### src/rtl/env_access_arbiter.sv
// Single-port arbiter for the location grid: ant read/deposit transactions and render scan slots.
// Latency: ant grant 2 cycles after request is seen, render valid 1 cycle after its slot; requesters wait, holding Req, until granted.
module env_access_arbiter #(
    parameter int N        = 16,
    parameter int NUM_ANTS = 4,
    parameter int ADDR_W   = 10
) (
    input  logic                         i_clk,
    input  logic                         i_rst_n,
    input  logic [NUM_ANTS-1:0]          i_ant_req,
    input  logic [NUM_ANTS-1:0]          i_ant_write,
    input  logic [NUM_ANTS*ADDR_W-1:0]   i_ant_addr,
    input  logic [NUM_ANTS*N-1:0]        i_ant_deposit,
    output logic [NUM_ANTS-1:0]          o_ant_grant,
    output logic [N-1:0]                 o_ant_rdata,
    input  logic                         i_render_start,
    output logic                         o_render_busy,
    output logic                         o_render_valid,
    output logic [ADDR_W-1:0]            o_render_addr,
    output logic [N-1:0]                 o_render_data,
    output logic [ADDR_W-1:0]            o_loc_addr,
    output logic                         o_loc_lookup,
    output logic                         o_loc_render,
    output logic                         o_loc_ld,
    output logic [N-1:0]                 o_loc_wdata,
    input  logic [N-1:0]                 i_loc_rdata
);
    localparam int IDX_W = (NUM_ANTS > 1) ? $clog2(NUM_ANTS) : 1;

    typedef enum logic [1:0] {S_IDLE, S_LOOKUP, S_WRITE, S_RENDER} state_t;

    state_t              r_state, w_state_nxt;
    logic [IDX_W-1:0]    r_ptr, r_sel, w_win_idx;
    logic [NUM_ANTS-1:0] r_grant, w_pend, w_sel_onehot;
    logic [N-1:0]        r_cap, r_rdata_render;
    logic [ADDR_W-1:0]   r_cnt, r_raddr, w_sel_addr;
    logic                r_busy, r_rvalid, r_last_ant;
    logic                w_any_pend, w_render_win, w_ant_win;
    logic [N-1:0]        w_sel_dep, w_sat;
    logic [N:0]          w_sum;

    function automatic logic [IDX_W-1:0] f_wrap(input int v);
        return IDX_W'(v % NUM_ANTS);
    endfunction

    assign w_pend       = i_ant_req & ~r_grant;
    assign w_any_pend   = |w_pend;
    assign w_render_win = r_busy && (r_last_ant || !w_any_pend);
    assign w_ant_win    = w_any_pend && !w_render_win;
    assign w_sel_addr   = i_ant_addr[r_sel*ADDR_W +: ADDR_W];
    assign w_sel_dep    = i_ant_deposit[r_sel*N +: N];
    assign w_sel_onehot = NUM_ANTS'(1) << r_sel;
    assign w_sum        = {1'b0, r_cap} + {1'b0, w_sel_dep};
    assign w_sat        = w_sum[N] ? {N{1'b1}} : w_sum[N-1:0];

    // Scan downward so the candidate closest to the pointer is the last to be written.
    always_comb begin
        w_win_idx = '0;
        for (int k = NUM_ANTS - 1; k >= 0; k--) begin
            if (w_pend[f_wrap(int'(r_ptr) + k)]) w_win_idx = f_wrap(int'(r_ptr) + k);
        end
    end

    always_ff @(posedge i_clk or negedge i_rst_n) begin
        if (!i_rst_n) r_state <= S_IDLE;
        else          r_state <= w_state_nxt;
    end

    always_comb begin
        w_state_nxt  = r_state;
        o_loc_addr   = '0;
        o_loc_lookup = 1'b0;
        o_loc_render = 1'b0;
        o_loc_ld     = 1'b0;
        o_loc_wdata  = '0;
        case (r_state)
            S_IDLE: begin
                if (w_render_win)   w_state_nxt = S_RENDER;
                else if (w_ant_win) w_state_nxt = S_LOOKUP;
            end
            S_LOOKUP: begin
                o_loc_addr   = w_sel_addr;
                o_loc_lookup = 1'b1;
                w_state_nxt  = i_ant_write[r_sel] ? S_WRITE : S_IDLE;
            end
            S_WRITE: begin
                o_loc_addr  = w_sel_addr;
                o_loc_ld    = 1'b1;
                o_loc_wdata = w_sat;
                w_state_nxt = S_IDLE;
            end
            S_RENDER: begin
                o_loc_addr   = r_cnt;
                o_loc_render = 1'b1;
                w_state_nxt  = S_IDLE;
            end
            default: w_state_nxt = S_IDLE;
        endcase
    end

    always_ff @(posedge i_clk or negedge i_rst_n) begin
        if (!i_rst_n) begin
            r_ptr          <= '0;
            r_sel          <= '0;
            r_grant        <= '0;
            r_cap          <= '0;
            r_busy         <= 1'b0;
            r_cnt          <= '0;
            r_rvalid       <= 1'b0;
            r_raddr        <= '0;
            r_rdata_render <= '0;
            r_last_ant     <= 1'b0;
        end else begin
            r_grant  <= '0;
            r_rvalid <= 1'b0;
            if (i_render_start && !r_busy) begin
                r_busy <= 1'b1;
                r_cnt  <= '0;
            end
            case (r_state)
                S_IDLE: begin
                    if (w_render_win) begin
                        r_last_ant <= 1'b0;
                    end else if (w_ant_win) begin
                        r_sel      <= w_win_idx;
                        r_ptr      <= f_wrap(int'(w_win_idx) + 1);
                        r_last_ant <= 1'b1;
                    end
                end
                S_LOOKUP: begin
                    r_cap   <= i_loc_rdata;
                    r_grant <= w_sel_onehot;
                end
                S_RENDER: begin
                    r_rvalid       <= 1'b1;
                    r_raddr        <= r_cnt;
                    r_rdata_render <= i_loc_rdata;
                    r_cnt          <= r_cnt + ADDR_W'(1);
                    if (r_cnt == {ADDR_W{1'b1}}) r_busy <= 1'b0;
                end
                default: ;
            endcase
        end
    end

    assign o_ant_grant    = r_grant;
    assign o_ant_rdata    = r_cap;
    assign o_render_busy  = r_busy;
    assign o_render_valid = r_rvalid;
    assign o_render_addr  = r_raddr;
    assign o_render_data  = r_rdata_render;

endmodule

### config.mk
export PLATFORM = sky130hd
export DESIGN_NAME = env_access_arbiter
export DESIGN_NICKNAME = d
export VERILOG_FILES = /design/src/rtl/env_access_arbiter.sv
export SDC_FILE = /design/constraint.sdc
export NUM_CORES = 1
export LEC_CHECK = 0
export BUFFER_PORTS_ARGS = -buffer_cell sky130_fd_sc_hd__buf_2
export CORE_UTILIZATION = 51
export CTS_BUF_LIST = sky130_fd_sc_hd__clkbuf_16
export DETAILED_ROUTE_END_ITERATION = 7
export GPL_TIMING_DRIVEN = 0
export PLACE_DENSITY = 0.87
export SYNTH_ARGS = -nofsm -noshare
export SYNTH_HDL_FRONTEND = slang
export SYNTH_SLANG_ARGS = --single-unit
### constraint.sdc
create_clock -name i_clk -period 6.6 [get_ports i_clk]
set_clock_uncertainty 0.15 [all_clocks]
set_input_delay 1.65 -clock i_clk [delete_from_list [all_inputs] [get_ports i_clk]]
set_output_delay 1.65 -clock i_clk [all_outputs]
set_load 0.05 [all_outputs]
# ---- Yosys cells after proc, flatten, opt, wreduce, memory -nomap -nowiden
# Index checks and enable logic that the tools add are counted.
dict set report totals {
  reg_bits 65
  elab_cells 81
}
dict set report op_classes {
  n_mul 1
  eq_ne 5
  add_sub_neg 6
  shift 3
  bitwise 3
  n_reduce_logical 15
  mux 32
  n_lt_le_gt_ge 5
}
# cell n
set op_table {}
lappend op_table {{$shiftx A64 B7 Y16} 1}
lappend op_table {{$shiftx A40 B7 Y10} 1}
lappend op_table {{$mux W16} 2}
lappend op_table {{$mux W10} 2}
lappend op_table {{$pmux W10 S2} 1}
lappend op_table {{$add A16 B16 Y17} 1}
lappend op_table {{$lt A2 B3 Y1 const B} 5}
lappend op_table {{$mux W2} 7}
lappend op_table {{$mux W1} 13}
lappend op_table {{$add A10 B1 Y10 const B} 1}
lappend op_table {{$bmux W1 S2} 5}
lappend op_table {{$eq A10 B10 Y1 const B} 1}
lappend op_table {{$pmux W2 S3} 1}
lappend op_table {{$mul A2 B3 Y5 const B} 1}
lappend op_table {{$add A2 B1 Y2 const B} 2}
lappend op_table {{$add A2 B2 Y2 const B} 2}
lappend op_table {{$and A4 B4 Y4} 1}
lappend op_table {{$eq A2 B2 Y1 const B} 2}
lappend op_table {{$mux W4} 1}
lappend op_table {{$not A4 Y4} 1}
lappend op_table {{$reduce_bool A2 Y1} 2}
lappend op_table {{$reduce_or A2 Y1} 2}
lappend op_table {{$reduce_or A4 Y1} 1}
lappend op_table {{$shl A1 B2 Y4 const A} 1}
lappend op_table {{9 further kinds} 13}

# ---- Longest topological paths before layout
dict set report logic_depth {
  depth_word 11
  ltp_mapped 12
  mapped_depth_nobuf 9
}

# ---- Worst setup path after synthesis
# No wires, ideal clock.
dict set report synth_timing {
  kind {input to output}
  start {in i_ant_deposit[49]}
  end {out o_loc_wdata[15]}
  slack_ns 0.261
  cell_stages 8
  required_ns 4.800
  arrival_ns 4.539
  n_path_buf 0
  cell_sequence {mux4_2 -> ha_1 -> a21o_1 -> nand4_1 -> a311oi_2 -> o21ai_2 -> o211a_1 -> a211oi_1}
}
dict set report synth_between {
  elab_chain_len 4
}
# element line
set synth_lines {}
lappend synth_lines {{from (decl)} 13} ;# input logic [NUM_ANTS*N-1:0] i_ant_deposit,
lappend synth_lines {{$shiftx A64 B7 Y16} 51} ;# assign w_sel_dep = i_ant_deposit[r_sel*N +: N];
lappend synth_lines {{$add A16 B16 Y17} 53} ;# assign w_sum = {1'b0, r_cap} + {1'b0, w_sel_dep};
lappend synth_lines {{$mux W16} 54} ;# assign w_sat = w_sum[N] ? {N{1'b1}} : w_sum[N-1:0];
lappend synth_lines {{$mux W16} 76} ;# case (r_state)
lappend synth_lines {{to (decl)} 25} ;# output logic [N-1:0] o_loc_wdata,
# Every way passes these cells.

# ---- Worst setup path in the final report
dict set report layout_timing {
  start {in i_ant_deposit[48]}
  end {out o_loc_wdata[9]}
}
# The elaborated chain is that of the path after synthesis.

==> results_dict.tcl <==
set metrics [dict create \
    wl_per_cell_um 17.0 \
    slew_viol_final 0 \
    nets 776 \
    slew_headroom_pct 47.7 \
    synth_flop_cell "dfrtp_1" \
    globalRouteOverflowTotal 0 \
    cts_resized 0 \
    ios 208 \
    drc 0 \
    finalHoldViolCount 0 \
    synth_compound_area_share_pct 16.2 \
    gp_congestion 0.872 \
    drtAntennaViolNets 0 \
    top_usage_layer "met2" \
    cts_buffer_depth 2 \
    grt_max_degree 66 \
    r2r_end "o_render_data[13]" \
    hpwl_um 10000 \
    postCtsSetupRepairBufs 0 \
    synthAdderAreaFrac_pct 6.77 \
    wl_um 12400 \
    synth_cell_type_count 51 \
    grt_setup_unrepaired "no" \
    final.min_clock_period_ps 6230 \
    arrival_ps 4430 \
    hold_path_depth 1 \
    syn2layout_area_growth_pct 34.7 \
    first_pass_iters 4 \
    die_h_um 94.5 \
    cts_made_buffers 9 \
    synth_xor_xnor_area_share_pct 2.61 \
    insertion_delay_ps 320 \
    rows 33 \
    tightest_slew_ps 785 \
    reg2regPathDepth 4 \
    min-delay-start "o_render_data[14]" \
    met2_usage_pct 51.0 \
    cts.sink_count 65 \
    finalCritPeriodShare_pct 94.5 \
    final_cell_mix "209 x buf_2, 65 x dfrtp_1, 47 x nand2_1, 32 x mux2_2, 28 x o21ai_0" \
    cts_max_level 3 \
    hold_end "o_render_data[14]" \
    syn_inst 404 \
    critPathCaptureType "primary output" \
    final_common_cell "buf_2" \
    critPathKind "input port to primary output" \
    grt_pass1_vias 3999 \
    synth_edf_count 0 \
    synthMuxAreaShare_pct 23.1 \
    start_util_pct 52.8 \
    drt_iter0_drc 172 \
    antenna_found_initial 0 \
    viasPerCell 5.67 \
    ys_warn_count 0 \
    postSynthNetCount 558 \
    setup_viol 0 \
    clk_pin_slew_ps 50 \
    cp_data_required_time_ps 4800 \
    r2r_slack_ps 4440 \
    die_area_um2 8930 \
    tns_ps 0 \
    cts_root_buf "clkbuf_16" \
    fillers 635 \
    status "finished clean" \
    syn_area_per_cell_um2 10.8 \
    r2r-start "r_state[1]" \
    holdBufCountCts 0 \
    cts_tree "built" \
    async_reset_ff_share_pct 100 \
    use_met3_pct 5.96 \
    synth_top_family_by_area "multiplexers" \
    grt_first_pass_wirelength_um 18800 \
    via_count 4147 \
    yosys.area_share.simple_pct 10.1 \
    min-delay-path-class "flip-flop to flip-flop" \
    start_kind "input port" \
    port-buffer-count 207 \
    use_met1_pct 32.2 \
    synth-seq-cells 65 \
    drv_cap 0 \
    grt_usage_pct 28.1 \
    fmax_mhz 160 \
    die_x_um 94.5 \
    coreArea_um2 8260 \
    drive_gt1_share_pct 47.5 \
    cp_max_fo 10 \
    seq_area_frac_synth_pct 37.3 \
    antennaDiodeCount 0 \
    synth_area_um2 4360 \
]
[layout make-up]
cell class	count	area (um^2)	area share [%]
buffer	21	97.6	1.66
clock buffer	9	225	3.83
clock inverter	7	119	2.02
inverter	20	75.1	1.28
multi-input combinational	298	2560	43.6
sequential	65	1630	27.7
tap	105	131	2.23
timing repair buffer	207	1040	17.7
[stage by stage]
stage          hold slack (ps)  utilization (%)  cell area, um^2  setup slack [ps]  std cells
2_1_floorplan              315                -             4360               261        404
3_3_place_gp               336             67.0             5530               426        716
3_5_place_dp               341             67.0             5530               384        716
4_1_cts                    352             71.2             5880               382        732
5_1_grt                    379             71.2             5880               176        732
6_report                   351             71.2             5880               366        732
[cell usage after synthesis (all sizes together), types with 10 or more instances]
| cell | number | area (um^2) |
|---|---|---|
| a21oi | 28 | 181 |
| buf | 10 | 56.3 |
| clkbuf | 11 | 41.3 |
| dfrtp | 65 | 1630 |
| ha | 22 | 275 |
| inv | 20 | 75.1 |
| mux2 | 33 | 372 |
| mux4 | 27 | 608 |
| nand2 | 47 | 176 |
| nand3 | 11 | 55.1 |
| nor2 | 13 | 48.8 |
| o21a | 17 | 128 |
| o21ai | 30 | 154 |
[per-layer routing]
layer,up-vias,share of wire [%]
met5,-,0
met4,0,2.7
met3,29,8.2
met2,228,52
met1,1968,37
li1,1922,-
[worst max path at each step]
stage	slack, ps	to	start	cells after the start
4_1_cts	380	o_loc_wdata[9]	i_ant_deposit[48]	12
3_3_place_gp	430	o_loc_wdata[9]	i_ant_deposit[48]	12
3_5_place_dp	380	o_loc_wdata[9]	i_ant_deposit[48]	12
5_1_grt	180	o_loc_wdata[8]	r_sel[1]	12
6_report	370	o_loc_wdata[9]	i_ant_deposit[48]	12
2_1_floorplan	260	o_loc_wdata[15]	i_ant_deposit[49]	8
[logic make-up after synthesis]
family,count (synthesis)
AOI/OAI and AO/OA,103
xor gates and xnor gates,13
adders and majority gates,23
buffers and inverters,41
DFF,65
muxes,63
and+or+nand+nor,96
[registers in the layout (all words and copies together), names as in the netlist]
signal / flops
r_last_ant: 1
o_render_data: 16
o_render_valid: 1
r_state: 2
o_ant_grant: 4
r_ptr: 2
o_render_addr: 10
o_ant_rdata: 16
r_cnt: 10
o_render_busy: 1
r_sel: 2
[critical path, cell delays in order]
cell and delay, ps:
buf_2 100, mux4_2 460, ha_1 220, fa_1 430, a21oi_2 220, o211ai_2 140, a21oi_4 210, a31oi_2 150
a21o_4 270, buf_6 150, o21a_1 210, buf_2 220
Power is left out: the tool's default activity adds up to more than one toggle a clock period on the data nets, which glitch-free logic cannot reach.
